`src/rtl/chess_pkg.sv`:
```
`default_nettype none
// ============================================================================
//  Module      : chess_pkg
//  Description : Shared definitions for the knight move generator: piece
//                codes, colour-bit position, knight direction codes and
//                their (dRow, dCol) offsets, and the scan state encoding.
//  Revision    : 1.0  initial release
// ============================================================================
package chess_pkg;

  // Square layout: bit3 = colour, bits[2:0] = piece type.
  localparam int COLOUR_BIT = 3;
  localparam int TYPE_W     = 3;

  typedef enum logic [2:0] {
    PT_EMPTY  = 3'd0,
    PT_PAWN   = 3'd1,
    PT_KNIGHT = 3'd2,
    PT_BISHOP = 3'd3,
    PT_ROOK   = 3'd4,
    PT_QUEEN  = 3'd5,
    PT_KING   = 3'd6
  } piece_t;

  typedef enum logic [2:0] {
    DIR_UPLEFTLEFT     = 3'd0,
    DIR_UPUPLEFT       = 3'd1,
    DIR_UPUPRIGHT      = 3'd2,
    DIR_UPRIGHTRIGHT   = 3'd3,
    DIR_RIGHTRIGHTDOWN = 3'd4,
    DIR_RIGHTDOWNDOWN  = 3'd5,
    DIR_LEFTDOWNDOWN   = 3'd6,
    DIR_LEFTLEFTDOWN   = 3'd7
  } dir_t;

  typedef enum logic [1:0] {
    IDLE = 2'd0,
    SCAN = 2'd1,
    EMIT = 2'd2,
    DONE = 2'd3
  } state_t;

  // Row offset for each knight direction ("up" = row+1).
  function automatic logic signed [3:0] knight_drow(input logic [2:0] dir);
    logic signed [3:0] d;
    case (dir)
      DIR_UPLEFTLEFT:     d = 4'sd1;
      DIR_UPUPLEFT:       d = 4'sd2;
      DIR_UPUPRIGHT:      d = 4'sd2;
      DIR_UPRIGHTRIGHT:   d = 4'sd1;
      DIR_RIGHTRIGHTDOWN: d = -4'sd1;
      DIR_RIGHTDOWNDOWN:  d = -4'sd2;
      DIR_LEFTDOWNDOWN:   d = -4'sd2;
      default:            d = -4'sd1;
    endcase
    return d;
  endfunction

  // Column offset for each knight direction.
  function automatic logic signed [3:0] knight_dcol(input logic [2:0] dir);
    logic signed [3:0] d;
    case (dir)
      DIR_UPLEFTLEFT:     d = -4'sd2;
      DIR_UPUPLEFT:       d = -4'sd1;
      DIR_UPUPRIGHT:      d = 4'sd1;
      DIR_UPRIGHTRIGHT:   d = 4'sd2;
      DIR_RIGHTRIGHTDOWN: d = 4'sd2;
      DIR_RIGHTDOWNDOWN:  d = 4'sd1;
      DIR_LEFTDOWNDOWN:   d = -4'sd1;
      default:            d = -4'sd2;
    endcase
    return d;
  endfunction

endpackage
`default_nettype wire

```
`src/rtl/knight_target.sv`:
```
`default_nettype none
// ============================================================================
//  Module      : knight_target
//  Description : Combinational landing-square calculator for one knight
//                direction from a source square.
//  Ports       : currentPosition [5:0]  source square
//                dir             [2:0]  knight direction code
//                targetSq        [5:0]  landing square (valid when onBoard)
//                onBoard                landing square lies on the board
//  Revision    : 1.0  initial release
// ============================================================================
module knight_target
  import chess_pkg::*;
(
  input  logic [5:0] currentPosition,
  input  logic [2:0] dir,
  output logic [5:0] targetSq,
  output logic       onBoard
);

  logic signed [3:0] row_w;
  logic signed [3:0] col_w;

  assign row_w = $signed({1'b0, currentPosition[5:3]}) + knight_drow(dir);
  assign col_w = $signed({1'b0, currentPosition[2:0]}) + knight_dcol(dir);

  // Source coordinates are 0..7 and offsets are -2..+2, so results span
  // -2..9. In signed 4-bit, every value in 0..7 has bit3 clear, while
  // negatives and the 8/9 overflow both land with bit3 set.
  assign onBoard  = ~row_w[3] & ~col_w[3];
  assign targetSq = {row_w[2:0], col_w[2:0]};

endmodule
`default_nettype wire

```
`src/rtl/knight_move_gen.sv`:
```
`default_nettype none
// ============================================================================
//  Module      : knight_move_gen
//  Description : Walks the 8 knight directions from a latched source square,
//                one per cycle, streams legal destinations over valid/ready
//                and accumulates move/capture masks and a move count.
//  Ports       : clk, reset           clock, synchronous active-high reset
//                start                scan request (honoured only when idle)
//                bigBoard             flat board, square i at [4i+3:4i]
//                currentPosition      source square
//                busy                 scan in progress
//                moveValid/moveReady  move handshake
//                moveTo/moveCapture/movePiece  presented move fields
//                done                 one-cycle completion pulse
//                moveMask/captureMask/moveCount  scan results
//  Revision    : 1.0  initial release
// ============================================================================
module knight_move_gen
  import chess_pkg::*;
#(
  parameter int SQ_W = 6,
  parameter int PC_W = 4
) (
  input  logic                           clk,
  input  logic                           reset,
  input  logic                           start,
  input  logic [(1<<SQ_W)*PC_W-1:0]      bigBoard,
  input  logic [SQ_W-1:0]                currentPosition,
  output logic                           busy,
  output logic                           moveValid,
  input  logic                           moveReady,
  output logic [SQ_W-1:0]                moveTo,
  output logic                           moveCapture,
  output logic [2:0]                     movePiece,
  output logic                           done,
  output logic [(1<<SQ_W)-1:0]           moveMask,
  output logic [(1<<SQ_W)-1:0]           captureMask,
  output logic [3:0]                     moveCount
);

  localparam int NSQ     = 1 << SQ_W;
  localparam int BOARD_W = NSQ * PC_W;
  localparam int IDX_W   = $clog2(BOARD_W);

  state_t               state_q, state_d;
  logic [2:0]           dir_q, dir_d;
  logic [BOARD_W-1:0]   board_q, board_d;
  logic [SQ_W-1:0]      pos_q, pos_d;
  logic [SQ_W-1:0]      move_to_q, move_to_d;
  logic                 move_cap_q, move_cap_d;
  logic [2:0]           move_piece_q, move_piece_d;
  logic [NSQ-1:0]       move_mask_q, move_mask_d;
  logic [NSQ-1:0]       cap_mask_q, cap_mask_d;
  logic [3:0]           move_count_q, move_count_d;

  logic [SQ_W-1:0]      tgt_sq_w;
  logic                 on_board_w;
  logic [IDX_W-1:0]     tgt_base_w;
  logic [IDX_W-1:0]     src_colour_idx_w;
  logic [IDX_W-1:0]     in_base_w;
  logic [PC_W-1:0]      tgt_piece_w;
  logic                 src_colour_w;
  logic [TYPE_W-1:0]    in_type_w;
  logic                 tgt_occupied_w;
  logic                 skip_w;
  logic [NSQ-1:0]       tgt_onehot_w;

  knight_target u_knight_target (
    .currentPosition (pos_q),
    .dir             (dir_q),
    .targetSq        (tgt_sq_w),
    .onBoard         (on_board_w)
  );

  assign tgt_base_w       = IDX_W'(32'(tgt_sq_w) * PC_W);
  assign src_colour_idx_w = IDX_W'(32'(pos_q) * PC_W + COLOUR_BIT);
  assign in_base_w        = IDX_W'(32'(currentPosition) * PC_W);

  assign tgt_piece_w  = board_q[tgt_base_w +: PC_W];
  assign src_colour_w = board_q[src_colour_idx_w];
  // Source occupancy is judged on the live board, at the moment start is taken.
  assign in_type_w    = bigBoard[in_base_w +: TYPE_W];

  assign tgt_occupied_w = (tgt_piece_w[TYPE_W-1:0] != PT_EMPTY);
  // A colour match only blocks when the target actually holds a piece.
  assign skip_w = ~on_board_w |
                  (tgt_occupied_w & (tgt_piece_w[COLOUR_BIT] == src_colour_w));
  assign tgt_onehot_w = NSQ'(1) << tgt_sq_w;

  always_comb begin
    state_d      = state_q;
    dir_d        = dir_q;
    board_d      = board_q;
    pos_d        = pos_q;
    move_to_d    = move_to_q;
    move_cap_d   = move_cap_q;
    move_piece_d = move_piece_q;
    move_mask_d  = move_mask_q;
    cap_mask_d   = cap_mask_q;
    move_count_d = move_count_q;

    case (state_q)
      IDLE: begin
        if (start) begin
          board_d      = bigBoard;
          pos_d        = currentPosition;
          move_mask_d  = '0;
          cap_mask_d   = '0;
          move_count_d = '0;
          dir_d        = '0;
          state_d      = (in_type_w == PT_EMPTY) ? DONE : SCAN;
        end
      end

      SCAN: begin
        if (skip_w) begin
          if (dir_q == DIR_LEFTLEFTDOWN) begin
            state_d = DONE;
          end else begin
            dir_d = dir_q + 3'd1;
          end
        end else begin
          move_to_d    = tgt_sq_w;
          move_cap_d   = tgt_occupied_w;
          // An empty square already reads as type 0.
          move_piece_d = tgt_piece_w[TYPE_W-1:0];
          move_mask_d  = move_mask_q | tgt_onehot_w;
          if (tgt_occupied_w) begin
            cap_mask_d = cap_mask_q | tgt_onehot_w;
          end
          move_count_d = move_count_q + 4'd1;
          state_d      = EMIT;
        end
      end

      EMIT: begin
        if (moveReady) begin
          if (dir_q == DIR_LEFTLEFTDOWN) begin
            state_d = DONE;
          end else begin
            dir_d   = dir_q + 3'd1;
            state_d = SCAN;
          end
        end
      end

      default: begin
        state_d = IDLE;
      end
    endcase
  end

  always_ff @(posedge clk) begin
    if (reset) begin
      state_q      <= IDLE;
      dir_q        <= '0;
      board_q      <= '0;
      pos_q        <= '0;
      move_to_q    <= '0;
      move_cap_q   <= 1'b0;
      move_piece_q <= '0;
      move_mask_q  <= '0;
      cap_mask_q   <= '0;
      move_count_q <= '0;
    end else begin
      state_q      <= state_d;
      dir_q        <= dir_d;
      board_q      <= board_d;
      pos_q        <= pos_d;
      move_to_q    <= move_to_d;
      move_cap_q   <= move_cap_d;
      move_piece_q <= move_piece_d;
      move_mask_q  <= move_mask_d;
      cap_mask_q   <= cap_mask_d;
      move_count_q <= move_count_d;
    end
  end

  assign busy        = (state_q == SCAN) || (state_q == EMIT);
  assign moveValid   = (state_q == EMIT);
  assign done        = (state_q == DONE);
  assign moveTo      = move_to_q;
  assign moveCapture = move_cap_q;
  assign movePiece   = move_piece_q;
  assign moveMask    = move_mask_q;
  assign captureMask = cap_mask_q;
  assign moveCount   = move_count_q;

endmodule
`default_nettype wire
```
`config.mk`:
```
export PLATFORM = sky130hd
export DESIGN_NAME = knight_move_gen
export DESIGN_NICKNAME = d
export VERILOG_FILES = /design/src/rtl/chess_pkg.sv /design/src/rtl/knight_target.sv /design/src/rtl/knight_move_gen.sv
export SDC_FILE = /design/constraint.sdc
export NUM_CORES = 1
export LEC_CHECK = 0
export ABC_AREA = 1
export BUFFER_PORTS_ARGS = -buffer_cell sky130_fd_sc_hd__buf_2
export CORE_ASPECT_RATIO = 0.6
export CORE_MARGIN = 1
export CORE_UTILIZATION = 56
export DETAILED_ROUTE_END_ITERATION = 10
export PLACE_DENSITY_LB_ADDON = 0.15
export SYNTH_ARGS = -nofsm -noshare
export SYNTH_HDL_FRONTEND = slang
export SYNTH_SLANG_ARGS = --single-unit
```
`constraint.sdc`:
```
create_clock -name clk -period 4.8 [get_ports clk]
set_input_delay 0.72 -clock clk [delete_from_list [all_inputs] [get_ports clk]]
set_output_delay 0.72 -clock clk [all_outputs]
set_load 0.1 [all_outputs]
```
---- Word-level counts from Yosys, hierarchy flattened ----
Index checks and enable logic that the tools add are counted.
word-level totals
  flip-flop bits (word level) ............. 409
  input bits .............................. 266
  output and inout bits ................... 145
  word-level logic and storage cells ...... 89
operators by class
  add/subtract/negate cells ............... 5
  $lt $le $gt $ge ......................... 1
  eq/ne operators ......................... 17
  shifts and indexed selects .............. 3
  mux-type cells .......................... 25
  bitwise gates (word level) .............. 9
  reduce and logical (&&, ||, !) cells .... 19
operators with widths
  kind                    count
  $mux W64                4
  $pmux W64 S2            2
  $shiftx A256 B9 Y3      1
  $shiftx A256 B9 Y4      1
  $or A64 B64 Y64         2
  $shl A1 B6 Y64 const A  1
  $pmux W4 S3             2
  $eq A3 B3 Y1 const B    4
  $mux W2                 6
  $mux W3                 4
  $reduce_or A2 Y1        6
  $lt A8 B9 Y1 const B    1
  $pmux W3 S3             1
  $add A4 B4 Y4           2
  $add A8 B2 Y8 const B   1
  $bmux W1 S8             1
  $mux W4                 2
  $ne A2 B2 Y1 const B    4
  $pmux W4 S2             1
  $reduce_and A4 Y1       2
  $eq A3 B2 Y1 const B    2
  $logic_not A3 Y1        2
  $pmux W2 S3             1
  $reduce_and A3 Y1       2
  other kinds (17)        24

---- Longest topological paths before layout ----
  depth in word-level cells ............... 10
  gate-level depth with buffers ........... 29
  depth with buffers taken out ............ 26

---- Modules after synthesis ----
A second synthesis with hierarchy kept.
unflattened totals
  cell total of the unflattened synthesis .. 3035
  area, all modules ....................... 20164.3 um^2
modules (own cells, without submodules)
  module           times used  cells each  area an instance (um^2)  seq. area each (um^2)
  knight_move_gen  1           2989        19870.3                  8187.9
  knight_target    1           46          294.0                    0.0

---- Least setup slack after synthesis ----
OpenSTA, ideal clock, no wires.
  path kind ............................... register to register
  start ................................... register dir_q[0]
  end ..................................... register cap_mask_q[60], in the netlist captureMask[60]
  library setup time ...................... 132 ps
  arrival ................................. 3476 ps
  data required time ...................... 4668 ps
  path slack .............................. 1192 ps
  stages on the path, launching flop included .. 27
  path buffers ............................ 4
  clock period less this slack ............ 3608 ps
  cell sequence ........................... dfxtp_1 -> inv_1 -> ha_1 -> a21oi_1 -> inv_1 -> o21ai_0 -> nor2_1 -> fa_1 -> buf_4 -> inv_2 -> nor2_2 -> buf_2 -> a21oi_1 -> nand3_1 -> nand3_1 -> nand3_1 -> nand3_1 -> nand2_1 -> inv_2 -> nand2_1 -> nand2_2 -> nand2_1 -> nand2_1 -> buf_6 -> buf_6 -> nand4_1 -> a21oi_1
on the way
  cells in the longest elaborated chain, start to end .. 10
  elaborated cells on any way between the ends .. 34
  classes of those cells .................. 2 x add/sub; 9 x eq/ne; 2 x shift; 5 x mux; 7 x bitwise; 9 x reduce/logical
RTL lines
  element                                                  line                                          RTL
  start, declared                                          knight_move_gen.sv:46                         logic [2:0] dir_q, dir_d;
  start signal, assigned                                   knight_move_gen.sv:167                        dir_q <= dir_d;
  $eq A3 B1 Y1 (tied with other cells)                     chess_pkg.sv:46, chess_pkg.sv:62
  $reduce_or A2 Y1 (no line)                               --
  $pmux W4 S3 (on tied branches)                           chess_pkg.sv:62, chess_pkg.sv:46
  $add A4 B4 Y4 (on tied branches)                         knight_target.sv:25, knight_target.sv:24
  $shiftx A256 B9 Y4 / $not A1 Y1 (equally long branches)  knight_move_gen.sv:79, knight_target.sv:30
  $reduce_bool A3 Y1 (tied with other cells)               knight_move_gen.sv:84                         assign tgt_occupied_w = (tgt_piece_w[TYPE_W-1:0] != PT_EMPTY);
  $and A1 B1 Y1 / $not A1 Y1 (equally long branches)       knight_move_gen.sv:87, knight_move_gen.sv:86
  $or A1 B1 Y1                                             knight_move_gen.sv:86                         assign skip_w = ~on_board_w |
  $ne A2 B2 Y1 (no line)                                   --
  $reduce_and A4 Y1 (no line)                              --
  end signal, assigned                                     knight_move_gen.sv:174                        cap_mask_q <= cap_mask_d;
  end, declared                                            knight_move_gen.sv:53                         logic [NSQ-1:0] cap_mask_q, cap_mask_d;
Several ways; a longest one is shown, not always the timed one. The select of a mux whose other input is x is not followed.
A chain may end at the register's enable or synchronous reset.

---- Worst setup path after layout ----
  start ................................... register dir_q[0]
  end ..................................... register move_mask_q[26], in the netlist moveMask[26]
on the way
  cells in the longest elaborated chain, start to end .. 10
  elaborated cells on any way between the ends .. 32
  classes of those cells .................. 2 x add/sub; 8 x eq/ne; 2 x shift; 4 x mux; 7 x bitwise; 9 x reduce/logical
RTL lines
  element                                                  line                                          RTL
  $eq A3 B1 Y1 (tied with other cells)                     chess_pkg.sv:46, chess_pkg.sv:62
  $reduce_or A2 Y1 (no line)                               --
  $pmux W4 S3 (on tied branches)                           chess_pkg.sv:62, chess_pkg.sv:46
  $add A4 B4 Y4 (on tied branches)                         knight_target.sv:25, knight_target.sv:24
  $shiftx A256 B9 Y4 / $not A1 Y1 (equally long branches)  knight_move_gen.sv:79, knight_target.sv:30
  $reduce_bool A3 Y1 (tied with other cells)               knight_move_gen.sv:84
  $and A1 B1 Y1 / $not A1 Y1 (equally long branches)       knight_move_gen.sv:87, knight_move_gen.sv:86
  $or A1 B1 Y1                                             knight_move_gen.sv:86
  $ne A2 B2 Y1 (no line)                                   --
  $reduce_and A3 Y1 (no line)                              --
  end signal, assigned                                     knight_move_gen.sv:173                        move_mask_q <= move_mask_d;
  end, declared                                            knight_move_gen.sv:52                         logic [NSQ-1:0] move_mask_q, move_mask_d;
Several ways; a longest one is shown, not always the timed one. The select of a mux whose other input is x is not followed.

==> out/metrics.cfg <==
[outcome]
status = complete, no violations

[synthesis]
synth_fp_nets = 3302
synth.distinct_cells = 33
synthCells = 3018
synth_area_um2 = 20100
synthFlopType = dfxtp_1
synth.avg_cell_area_um2 = 6.66
synthArstFlopShare = 0
synth_area_leaders = dfxtp_1, nor2_1, o21ai_0
ys_seq_elements = 409
yosysMostFrequentCell = nor2_1
yosysTopAreaCell = dfxtp_1
synth_edf_count = 0
ys_warn_count = 0
synth_top_area_share = 0.407
netlist_top_cells_count = nor2_1, dfxtp_1, o21ai_0, a21oi_1, nand2_1
ys_seq_area_frac = 0.407

[place]
io_buffers = 410
place_congestion = 0.946
placed_cells = 3705
post-place-ws_ns = 0.0911
dpl.hpwl_mm = 49.5

[clock_network]
worstSkewPairLatency_ns = 0.57
cts_buffers = 40
htree_levels = 2
cts.sinks = 409
postCtsSetupBuffers = 0
clk_root_buffer_cell = clkbuf_16
clockBufferDepth = 3
path_clk_slew_ns = 0.07
cts_tree = yes

[timing]
slew_violations = 0
rsz0062_at_grt = false
tightestPinTransition_ns = 1.18
max_slew_margin = 0.215
max_freq_ghz = 0.219
clock-skew-final_ns = 0.0309
finalHoldViolations = 0
final-setup-viol-count = 0
period_share = 0.953
fin_crit_ns = 4.57
tns_ns = 0
worst_slack_ns = 0.225

[flow_run]
cap_violations = 0

[global_routing]
grt_util_all_layers = 0.383
antenna_found_initial = 13
grt_pass1_vias = 19700
grt_pass1_wl_mm = 110
grt_overflow = 0
grt_max_degree = 164

[finish]
synthToLayoutAreaGrowth_pct = 18.1
fin_util = 0.676
layout-drive-gt1-share = 0.169
instances_no_fill = 3789
fillers = 3185
nets = 3564

[route]
drc = 0
drt-wirelength-per-cell_um = 19.2
vias_per_cell = 5.90
routed_wl_mm = 72.6
drt-initial-drc-count = 3480
ant_nets = 0
vias = 22300
drt_pass1_iterations = 8

[setup_path]
critPathMaxFanout = 26
path_cells = inv_1 > ha_1 > a21oi_1 > inv_1 > o21ai_0 > nor2_1 > fa_1 > buf_6 > nor2_1 > buf_4 > nand2_1 > nand4_1 > nand3_1 > nand3_1 > nand3_1 > nand2_1 > inv_2 > nand2_1 > nand2_2 > nand3_4 > nand2_8 > buf_12 > nand3_1 > a21oi_1
critPathArrivalTime_ns = 5.04
cpPeakStageDelay_ns = 0.54
startpoint_type = flip-flop
regToRegSetupSlack_ns = 0.23
required_ns = 5.27
criticalPathCategory = flip-flop to flip-flop
slowest_stage = fa_1
critPathMostFrequentCell = nand3_1
crit_path_end_kind = flip-flop

[floorplan]
initial_utilization = 0.572
die_w_um = 247
rows = 53
die_h_um = 149
core_um2 = 35100
ioPinCount = 411
dieArea_um2 = 36700

[pwr]
ir_worst_vdd_v = 0.000603
p_per_area_nw_per_um2 = 772
power_leakage_nw = 10.2

[hold_path]
holdCritPathClass = primary input to flip-flop

==> worst paths after layout <==
path            startpoint            to  cells after the start
max               dir_q[0]  moveMask[26]                     24
min          bigBoard[234]  board_q[234]                      3
max reg2reg       dir_q[0]  moveMask[26]                     24
min reg2reg   moveMask[55]  moveMask[55]                      2
==> worst max-delay path, delay by kind of cell (launching register included) <==
kind	cells	cell delay, ns
buffers and inverters	6	1.00
and+or+nand+nor	13	1.72
DFF	1	0.42
AOI/OAI and AO/OA	3	0.59
adders and majority gates	2	0.75
==> registers in the layout (all words and copies together) (netlist names) <==
name,cells
moveTo,6
dir_q,3
moveMask,64
state_q,2
moveCount,4
moveCapture,1
board_q,256
movePiece,3
captureMask,64
pos_q,6
==> what timing repair did <==
action / CTS / global route
gates resized for setup: 0 / 12
endpoints found under the setup margin: 0 / 126
hold buffers: 0 / 0
==> per-stage QoR <==
step | area [um^2] | total power [mW] | hold WS [ns]
global route | 23700 | 19.2 | 0.394
CTS | 23700 | 17.9 | 0.385
detailed placement | 22300 | 14.5 | 0.436
finish | 23700 | 18.3 | 0.394
global placement | 22300 | 14.3 | 0.434
floorplan | 20100 | 11.5 | 0.424
==> layout by cell type, fill, tap and decap left out, types with 4 or more instances in the layout <==
cell type,count
a21oi_1,349
buf_12,10
buf_2,409
buf_4,45
bufinv_16,4
clkbuf_1,6
clkbuf_16,41
clkbuf_8,10
clkinv_1,4
clkinv_2,6
dfxtp_1,409
diode_2,13
ha_1,15
inv_1,298
inv_2,4
inv_6,4
nand2_1,302
nand2_2,5
nand2_4,4
nand3_1,283
nand4_1,102
nor2_1,548
o211ai_1,38
o21ai_0,375
o221ai_1,5
==> logic make-up after synthesis <==
group,Yosys count,synth area share
simple gates,1254,0.267
compound gates,774,0.199
buf+inv,556,0.112
flops,409,0.407
fa+ha+maj,18,0.0119
xor+xnor,6,0.00261
mux,1,0.000498
==> report_power, final <==
group	leakage (nW)	internal [mW]	total [mW]	switching (mW)
Combinational	6.12	2.69	10.4	7.70
Sequential	3.36	4.16	4.59	0.422
Clock	0.674	1.94	3.36	1.42
Total	10.2	8.79	18.3	9.54
==> layout make-up <==
class | count | area (um^2) | share of cell area
clock buffer | 57 | 1190 | 0.0500
timing repair buffer | 467 | 2620 | 0.110
inverter | 309 | 1170 | 0.0494
antenna | 13 | 32.5 | 0.00137
tap | 467 | 584 | 0.0246
clock inverter | 14 | 183 | 0.00769
sequential | 409 | 8190 | 0.345
multi-input combinational | 2053 | 9780 | 0.412
==> per-layer routing <==
| metal | vias up | share of wire | track usage |
|---|---|---|---|
| met5 | - | 0 | 0 |
| met4 | 0 | 0.039 | 0.154 |
| met3 | 192 | 0.13 | 0.0946 |
| met2 | 1440 | 0.41 | 0.535 |
| met1 | 10300 | 0.42 | 0.558 |
| li1 | 10500 | - | - |
(Power assumes the default switching activity.)
